==> config.mk <==
export PLATFORM = sky130hd
export DESIGN_NAME = gift_128_enc
export DESIGN_NICKNAME = d
export VERILOG_FILES = /design/src/rtl/gift128_pkg.sv /design/src/rtl/gift128_enc_round.sv /design/src/rtl/gift_128_enc.sv
export SDC_FILE = /design/constraint.sdc
export NUM_CORES = 1
export LEC_CHECK = 0
export ABC_AREA = 1
export ABC_CLOCK_PERIOD_IN_PS = 3600
export CORE_MARGIN = 2
export CORE_UTILIZATION = 60
export DETAILED_ROUTE_END_ITERATION = 6
export HOLD_SLACK_MARGIN = 0.12
export PLACE_DENSITY = 0.9
export SLEW_MARGIN = 20
export SYNTH_ARGS = -nofsm -noshare
export SYNTH_HDL_FRONTEND = slang
export SYNTH_SLANG_ARGS = --single-unit
==> constraint.sdc <==
create_clock -name clk_i -period 3.6 [get_ports clk_i]
set_input_delay 0.72 -clock clk_i [delete_from_list [all_inputs] [get_ports clk_i]]
set_output_delay 0.72 -clock clk_i [all_outputs]
set_load 0.01 [all_outputs]
==> src/rtl/gift128_pkg.sv <==
// Shared GIFT-128 definitions: round count, constant seed, FSM encodings and the
// S-box / bit-permutation helpers used by the encryption round.
package gift128_pkg;

   localparam int unsigned ROUNDS  = 40;
   localparam logic [5:0]  RC_INIT = 6'h01;

   typedef enum logic [1:0] {
      IDLE   = 2'd0,
      RND_OP = 2'd1,
      DONE   = 2'd2
   } fsm_e;

   function automatic logic [3:0] gift_sbox(input logic [3:0] x);
      logic [3:0] y;
      case (x)
         4'h0: y = 4'h1;
         4'h1: y = 4'ha;
         4'h2: y = 4'h4;
         4'h3: y = 4'hc;
         4'h4: y = 4'h6;
         4'h5: y = 4'hf;
         4'h6: y = 4'h3;
         4'h7: y = 4'h9;
         4'h8: y = 4'h2;
         4'h9: y = 4'hd;
         4'ha: y = 4'hb;
         4'hb: y = 4'h7;
         4'hc: y = 4'h5;
         4'hd: y = 4'h0;
         4'he: y = 4'h8;
         default: y = 4'he;
      endcase
      return y;
   endfunction

   // Pure wiring: every destination index is a constant after loop unrolling.
   function automatic logic [127:0] gift_perm(input logic [127:0] s);
      logic [127:0] p;
      logic [6:0]   dst;
      p = '0;
      for (int i = 0; i < 128; i++) begin
         dst    = 7'(4 * (i / 16) + 32 * ((3 * ((i % 16) / 4) + (i % 4)) % 4) + (i % 4));
         p[dst] = s[i];
      end
      return p;
   endfunction

endpackage

==> src/rtl/gift128_enc_round.sv <==
// One combinational GIFT-128 encryption round, including the on-the-fly key
// schedule step and the round-constant LFSR step.
module gift128_enc_round
   import gift128_pkg::*;
(
   input  logic [127:0] state_i,
   input  logic [127:0] rk_i,
   input  logic [5:0]   rc_i,
   output logic [127:0] state_o,
   output logic [127:0] rk_o,
   output logic [5:0]   rc_o
);

   logic [127:0] sc;
   logic [127:0] ark;

   always_comb begin
      sc = '0;
      for (int n = 0; n < 32; n++) begin
         sc[4*n +: 4] = gift_sbox(state_i[4*n +: 4]);
      end
      ark = gift_perm(sc);
      // U = rk[95:64] lands on bit 4i+2, V = rk[31:0] on bit 4i+1.
      for (int i = 0; i < 32; i++) begin
         ark[4*i+2] = ark[4*i+2] ^ rk_i[64+i];
         ark[4*i+1] = ark[4*i+1] ^ rk_i[i];
      end
      ark[127] = ~ark[127];
      for (int j = 0; j < 6; j++) begin
         ark[4*j+3] = ark[4*j+3] ^ rc_i[j];
      end
   end

   assign state_o = ark;
   assign rk_o    = {rk_i[17:16], rk_i[31:18], rk_i[11:0], rk_i[15:12], rk_i[127:32]};
   assign rc_o    = {rc_i[4:0], rc_i[5] ^ rc_i[4] ^ 1'b1};

endmodule

==> src/rtl/gift_128_enc.sv <==
// GIFT-128 encryption core, one round per clock; define GIFT128_ENC_UNROLL2_EN
// to chain two rounds per clock.  States: IDLE | wait for key_ld/enc_start,
// RND_OP | rounds in progress, DONE | one-cycle enc_done pulse.
module gift_128_enc
   import gift128_pkg::*;
(
   input  logic         clk_i,
   input  logic         reset_n,
   output logic         busy,
   input  logic [127:0] key_in,
   input  logic         key_ld,
   output logic         key_valid,
   input  logic [127:0] plain_in,
   input  logic         enc_start,
   output logic [127:0] cipher_out,
   output logic         enc_done
);

   fsm_e         fsm_q, fsm_d;
   logic [127:0] key_q, key_d;
   logic         key_valid_q, key_valid_d;
   logic [127:0] state_q, state_d;
   logic [127:0] rk_q, rk_d;
   logic [5:0]   rc_q, rc_d;
   logic [5:0]   cnt_q, cnt_d;

   logic [127:0] rnd_state;
   logic [127:0] rnd_rk;
   logic [5:0]   rnd_rc;

`ifdef GIFT128_ENC_UNROLL2_EN
   localparam logic [5:0] CNT_STEP = 6'd2;
   localparam logic [5:0] LAST_CNT = 6'(ROUNDS - 2);

   logic [127:0] mid_state;
   logic [127:0] mid_rk;
   logic [5:0]   mid_rc;

   gift128_enc_round u_rnd0 (
      .state_i (state_q),
      .rk_i    (rk_q),
      .rc_i    (rc_q),
      .state_o (mid_state),
      .rk_o    (mid_rk),
      .rc_o    (mid_rc)
   );

   gift128_enc_round u_rnd1 (
      .state_i (mid_state),
      .rk_i    (mid_rk),
      .rc_i    (mid_rc),
      .state_o (rnd_state),
      .rk_o    (rnd_rk),
      .rc_o    (rnd_rc)
   );
`else
   localparam logic [5:0] CNT_STEP = 6'd1;
   localparam logic [5:0] LAST_CNT = 6'(ROUNDS - 1);

   gift128_enc_round u_rnd0 (
      .state_i (state_q),
      .rk_i    (rk_q),
      .rc_i    (rc_q),
      .state_o (rnd_state),
      .rk_o    (rnd_rk),
      .rc_o    (rnd_rc)
   );
`endif

   always_ff @(posedge clk_i) begin
      if (!reset_n) begin
         fsm_q       <= IDLE;
         key_q       <= '0;
         key_valid_q <= 1'b0;
         state_q     <= '0;
         rk_q        <= '0;
         rc_q        <= '0;
         cnt_q       <= '0;
      end else begin
         fsm_q       <= fsm_d;
         key_q       <= key_d;
         key_valid_q <= key_valid_d;
         state_q     <= state_d;
         rk_q        <= rk_d;
         rc_q        <= rc_d;
         cnt_q       <= cnt_d;
      end
   end

   always_comb begin
      fsm_d       = fsm_q;
      key_d       = key_q;
      key_valid_d = key_valid_q;
      state_d     = state_q;
      rk_d        = rk_q;
      rc_d        = rc_q;
      cnt_d       = cnt_q;
      case (fsm_q)
         IDLE: begin
            // A key load in the same cycle as a start takes priority; the start is dropped.
            if (key_ld) begin
               key_d       = key_in;
               key_valid_d = 1'b1;
            end else if (enc_start) begin
               state_d = plain_in;
               rk_d    = key_q;
               rc_d    = RC_INIT;
               cnt_d   = '0;
               fsm_d   = RND_OP;
            end
         end
         RND_OP: begin
            state_d = rnd_state;
            rk_d    = rnd_rk;
            rc_d    = rnd_rc;
            cnt_d   = cnt_q + CNT_STEP;
            if (cnt_q == LAST_CNT) begin
               fsm_d = DONE;
            end
         end
         DONE: begin
            fsm_d = IDLE;
         end
         default: begin
            fsm_d = IDLE;
         end
      endcase
   end

   assign busy       = (fsm_q != IDLE);
   assign enc_done   = (fsm_q == DONE);
   assign key_valid  = key_valid_q;
   assign cipher_out = state_q;

endmodule
==> results of run 1 <==
-- layer usage --
metal	vias up	global-route usage, %	part of all wire (%)
met5	-	0	0.028
met4	4	25.9	7.8
met3	338	9.35	12
li1	14100	-	-
met1	13100	48.9	38
met2	1650	59.7	43
-- worst paths after layout --
kind	slack, ns	cells past startpoint	from	to
setup reg to reg	0.57	11	fsm_q[0]	u_rnd0.sc[63]
hold reg to reg	0.48	2	rk_q[98]	rk_q[66]
setup / recovery	0.57	11	fsm_q[0]	u_rnd0.sc[63]
hold / removal	0.47	3	reset_n	cipher_out[68]
-- registers in the layout, indices dropped and copies added (netlist names), 2 cells and up --
name            cells
u_rnd0.sc          71
fsm_q               2
key_q             128
cnt_q               6
cipher_out        128
u_rnd0.state_o     57
rk_q              128
rc_q                6
-- cell usage in the layout (no fill, tap or decap), types with 10 or more instances in the layout --
cell,synthesis,layout
nand2_1,1578,1578
clkinv_2,0,10
dfxtp_1,527,527
o21ai_1,27,27
ha_1,65,65
a31oi_1,128,128
buf_12,0,17
buf_4,10,32
clkbuf_16,0,55
a21oi_1,39,39
clkdlybuf4s50_1,0,389
o21ai_0,309,309
nor2_2,83,82
inv_1,362,361
nand3b_1,22,22
nor2_1,518,517
clkbuf_8,0,17
nand3_1,391,391
-- logic make-up after synthesis --
logic type / count (synthesis) / synth area share (%)
AOI/OAI and AO/OA: 510 / 10.1
adders and majority gates: 65 / 3.00
buffers and inverters: 590 / 8.86
DFF: 527 / 39.0
and+or+nand+nor: 2602 / 39.1
-- power groups by stage --
| stage | Combinational, uW | Clock [uW] | Sequential, uW |
|---|---|---|---|
| 6_report | 5240 | 6030 | 7580 |
| 5_1_grt | 5830 | 6270 | 7610 |
| 4_1_cts | 5120 | 6040 | 7510 |
| 3_5_place_dp | 5060 | 0 | 7610 |
| 3_3_place_gp | 4940 | 0 | 7610 |
| 2_1_floorplan | 3330 | 0 | 7300 |
-- layout make-up --
| type | count | share of cell area (%) |
|---|---|---|
| multi-input cells | 3177 | 42.6 |
| well taps | 592 | 2.23 |
| repair buffers | 439 | 13.5 |
| inverters | 367 | 4.15 |
| clock inverters | 18 | 0.802 |
| clock buffers | 80 | 4.94 |
| diodes | 1 | 0.00753 |
| flip-flops and latches | 527 | 31.7 |
-- worst max-delay path, stage by stage (launching register included) --
cell	delay, ns
dfxtp_1	0.61
inv_2	0.29
nor2_4	0.35
buf_12	0.32
nand3_1	0.32
nand3_1	0.17
nand3_1	0.16
ha_1	0.34
nand2_1	0.07
nand2_1	0.05
nand2_1	0.05
nand2_1	0.05
-- stage by stage --
step | power (uW) | hold slack (ns) | cell area, um^2 | util (%)
6_report | 18800 | 0.467 | 33200 | 74.8
5_1_grt | 19700 | 0.470 | 33200 | 74.8
4_1_cts | 18700 | 0.444 | 33200 | 74.8
3_5_place_dp | 12700 | 0.468 | 31300 | 70.5
3_3_place_gp | 12600 | 0.458 | 31300 | 70.5
2_1_floorplan | 10600 | 0.453 | 27100 | -
==> flow_summary.toml, run 1 <==
[worst_setup_path]
cp_data_arrival_time_ns = 3.53
critPathCaptureType = "flop"
worstSetupPathType = "flop to flop"
critPathLaunchType = "flop"
critical_path_required_ns = 4.10
crit_fanout = 52

[floorplanning]
fp-row-count = 77
dieArea_um2 = 46900
start_util_pct = 61.0
ios = 391
core_um2 = 44400
die_w_um = 216
die_h_um = 216

[pwr]
p_clk_share_pct = 32.0
p_int_uw = 12300
seq_power_share_pct = 40.2
leakage_uw = 0.0157
powerDensity_nw_per_um2 = 567
switching_share_pct = 34.9
p_comb_share_pct = 27.8
ir_worst_vdd_v = 0.000426
p_sw_uw = 6580

[clocking]
clock_path_buffers = 3
post_cts_resize_count = 0
cts_tree = "yes"
clock_latency_ns = 0.62
clockRootBuffer = "clkbuf_16"
cts_hold_buf = 0
cts.clk_slew.worst_paths_ns = 0.06
h-tree-depth = 2
cts.sinks = 527
numCtsBuffers = 54
postCtsSetupBuffers = 0

[finish]
layout.nets = 4891
multi_input_area_um2 = 14200
seqCellArea_um2 = 10600
syn_to_final_growth_pct = 22.7
drive_above_1_share_pct = 5.14
n_fill_cell = 3423
final_cells = 5201

[place]
place_congestion = 1.04
dp_cells = 5102
hpwl_mm = 65.5
port_buffers = 390
pre_cts_slack_ns = 0.473

[sta]
tightestPinTransition_ns = 0.859
rsz0062_at_grt = "false"
fin_worst_skew_ns = 0.0161
setup_viol = 0
hold_viol = 0
fmax_ghz = 0.330
relSlewSlack_pct = 42.7
slew_viol_final = 0
fin_setup_tns_ns = 0
fin_ws_ns = 0.572
period_needed_ns = 3.03
fin_crit_sh_pct = 84.1

[flow_run]
cap_violations = 0

[route]
routedWlPerCell_um = 18.0
routed_wl_mm = 93.7
detail_route.first_pass.iterations = 7
vias = 29200
drtAntennaViolNets = 0
drtIter0Drc = 3754
vias_per_cell = 5.61
drcViolationCount = 0

[global_routing]
grt_use_total_pct = 39.0
grt_max_degree = 190
grt_pass1_vias = 27000
grt_antenna_before_repair = 4
grt-ovfl-total = 0
grt_pass1_wl_mm = 144

[synth]
synth_flop_cell = "dfxtp_1"
synth.area.top_cells = "dfxtp_1 39%, nand2_1 22%, nand3_1 7.2%, nor2_1 7.2%, o21ai_0 5.7%"
ys_seq_area_share_pct = 39.0
syn_nets = 4619
synth_warnings = 0
synth_area_um2 = 27100
postSynthAreaPerCell_um2 = 6.31
yosysTopAreaCell = "dfxtp_1"
netlist_top_cells_count = "1,578 x nand2_1, 527 x dfxtp_1, 518 x nor2_1, 391 x nand3_1, 362 x inv_1"
ys_ff_latch = 527
syn_inst = 4294
synth_cell_types = 29
yosys.cell_count.top_type = "nand2_1"
synth-edff-count = 0
synth_top_area_share_pct = 39.0
async_flop_share_pct = 0

[min_path]
hold_path.class = "input port to flop"

[outcome]
status = "finished, final reports clean"
(Power assumes the default switching activity.)
==> run 2, diff against run 1 <==
ABC_CLOCK_PERIOD_IN_PS = 2700   (was 3600)
CORE_UTILIZATION = 50   (was 60)
PLACE_DENSITY = 0.8   (was 0.9)
clock period = 2.7 ns   (was 3.6 ns; I/O delays follow)
==> flow_summary.toml, run 2 (synthesized netlist as in run 1, its figures left out) <==
[outcome]
status = "finished with violations"
violations = "design-rule violations"

[clocking]
h-tree-depth = 2
cts_hold_buf = 0
cts.clk_slew.worst_paths_ns = 0.06
clock_path_buffers = 3
clockRootBuffer = "clkbuf_16"
cts_tree = "yes"
clock_latency_ns = 0.63
numCtsBuffers = 58
cts.sinks = 527

[sta]
setup_viol = 0
hold_slack_ns = 0.401
rsz0062_at_grt = "false"
fin_setup_tns_ns = 0
fin_worst_skew_ns = 0.0236
period_needed_ns = 2.63
fmax_ghz = 0.380
slew_viol_final = 0
tightestPinTransition_ns = 0.747
relSlewSlack_pct = 50.2
fin_crit_sh_pct = 97.5
hold_viol = 0

[pwr]
p_comb_share_pct = 28.2
powerDensity_nw_per_um2 = 750
p_clk_share_pct = 32.9
p_int_uw = 17200
seq_power_share_pct = 38.9
switching_share_pct = 34.1
leakage_uw = 0.0166
p_sw_uw = 8900
ir_worst_vdd_v = 0.000519

[worst_setup_path]
r2r.worst_path.cells = 11
critPathLaunchType = "flop"
crit_fanout = 4
critical_path_buf_inv_count = 2
rr_startpoint = "fsm_q[0]"
critical_path_required_ns = 2.16
crit_path_start = "fsm_q[0]"
endpoint = "busy"
worst-r2r-setup-slack_ns = 0.18
crit_chain = "nor2_1, inv_1, clkdlybuf4s50_1"
r2r_end = "u_rnd0.sc[106]"
cp_data_arrival_time_ns = 2.09
critPathTopFamily = "buffers and inverters"
slowest_delay_ns = 0.65
cpMaxStageDelayCell = "clkdlybuf4s50_1"
cp.depth = 3
worstSetupPathType = "flop to output port"
critPathCaptureType = "output port"

[finish]
final_cell_mix = "1,578 x nand2_1, 527 x dfxtp_1, 516 x nor2_1"
syn_to_final_growth_pct = 28.6
final_area_um2 = 34800
antenna_cells = 0
final_common_cell = "nand2_1"
layout.nets = 5051
n_fill_cell = 4806
final_cells = 5468
drive_above_1_share_pct = 8.49

[route]
routedWlPerCell_um = 17.8
vias = 29400
detail_route.first_pass.iterations = 7
drcViolationCount = 1
vias_per_cell = 5.37
routed_wl_mm = 97.1
drtIter0Drc = 3036
drtAntennaViolNets = 0

[floorplanning]
die_w_um = 237
fp-row-count = 85
start_util_pct = 50.4
die_h_um = 237
core_um2 = 53700
ios = 391
dieArea_um2 = 56000

[place]
hpwl_mm = 70.9
dp_cells = 5362
port_buffers = 390
place_congestion = 0.997
place_area_um2 = 32700

[min_path]
min_path_cells = 3
hold_path.class = "input port to flop"
min_from = "reset_n"

[global_routing]
grt_max_degree = 130
grt_use_total_pct = 33.8
grt_pass1_vias = 27000
grt_pass1_wl_mm = 149
grt-ovfl-total = 0
grt_antenna_before_repair = 3

[flow_run]
cap_violations = 0
==> run 2: area by class of cell <==
class	count	area, um^2	share of cell area (%)
flip-flops and latches	527	10600	30.3
clock buffers	86	1800	5.16
multi-input cells	3177	14200	40.7
clock inverters	20	297	0.851
inverters	367	1380	3.96
repair buffers	595	5760	16.5
well taps	696	871	2.50
==> run 2: worst min-delay path by stage <==
stage                                 end
after floorplan                 rk_q[100]
after detailed placement        rk_q[104]
final                     cipher_out[104]
after CTS                 cipher_out[105]
after global routing      cipher_out[105]
after global placement          key_valid
==> run 2: stage by stage <==
step           util [%]  total power [uW]  setup slack, ns
2_1_floorplan         -             14200            0.595
4_1_cts            64.8             26000           0.0157
3_5_place_dp       60.9             17400           -0.180
5_1_grt            64.9             27400           0.0318
3_3_place_gp       60.9             17300           -0.107
6_report           64.9             26100           0.0665
==> run 2: power groups by stage <==
| stage | Sequential [uW] | Clock, uW | Combinational (uW) |
|---|---|---|---|
| 2_1_floorplan | 9730 | 0 | 4450 |
| 5_1_grt | 10200 | 8990 | 8230 |
| 4_1_cts | 10100 | 8650 | 7270 |
| 6_report | 10200 | 8600 | 7370 |
| 3_5_place_dp | 10200 | 0 | 7200 |
| 3_3_place_gp | 10200 | 0 | 7110 |
==> run 2: timing repair <==
action                     CTS  global route
gates resized for setup      1             1
setup endpoints to repair    1             1
setup buffers                0             0
==> run 2: metal layers <==
| metal | up-vias | part of all wire, % | track usage, % | routed length, um |
|---|---|---|---|---|
| li1 | 14400 | - | - | - |
| met1 | 13300 | 41 | 43.9 | 40300 |
| met2 | 1337 | 44 | 53.4 | 42500 |
| met3 | 248 | 8.4 | 5.77 | 8190 |
| met4 | 0 | 6.4 | 19.2 | 6170 |
| met5 | - | 0 | 0 | 0 |
==> run 2: tightest hold or removal path: cells and delay by family <==
| kind | cells | cell delay [ns] |
|---|---|---|
| and+or+nand+nor | 2 | 0.20 |
| buffers and inverters | 1 | 0.19 |
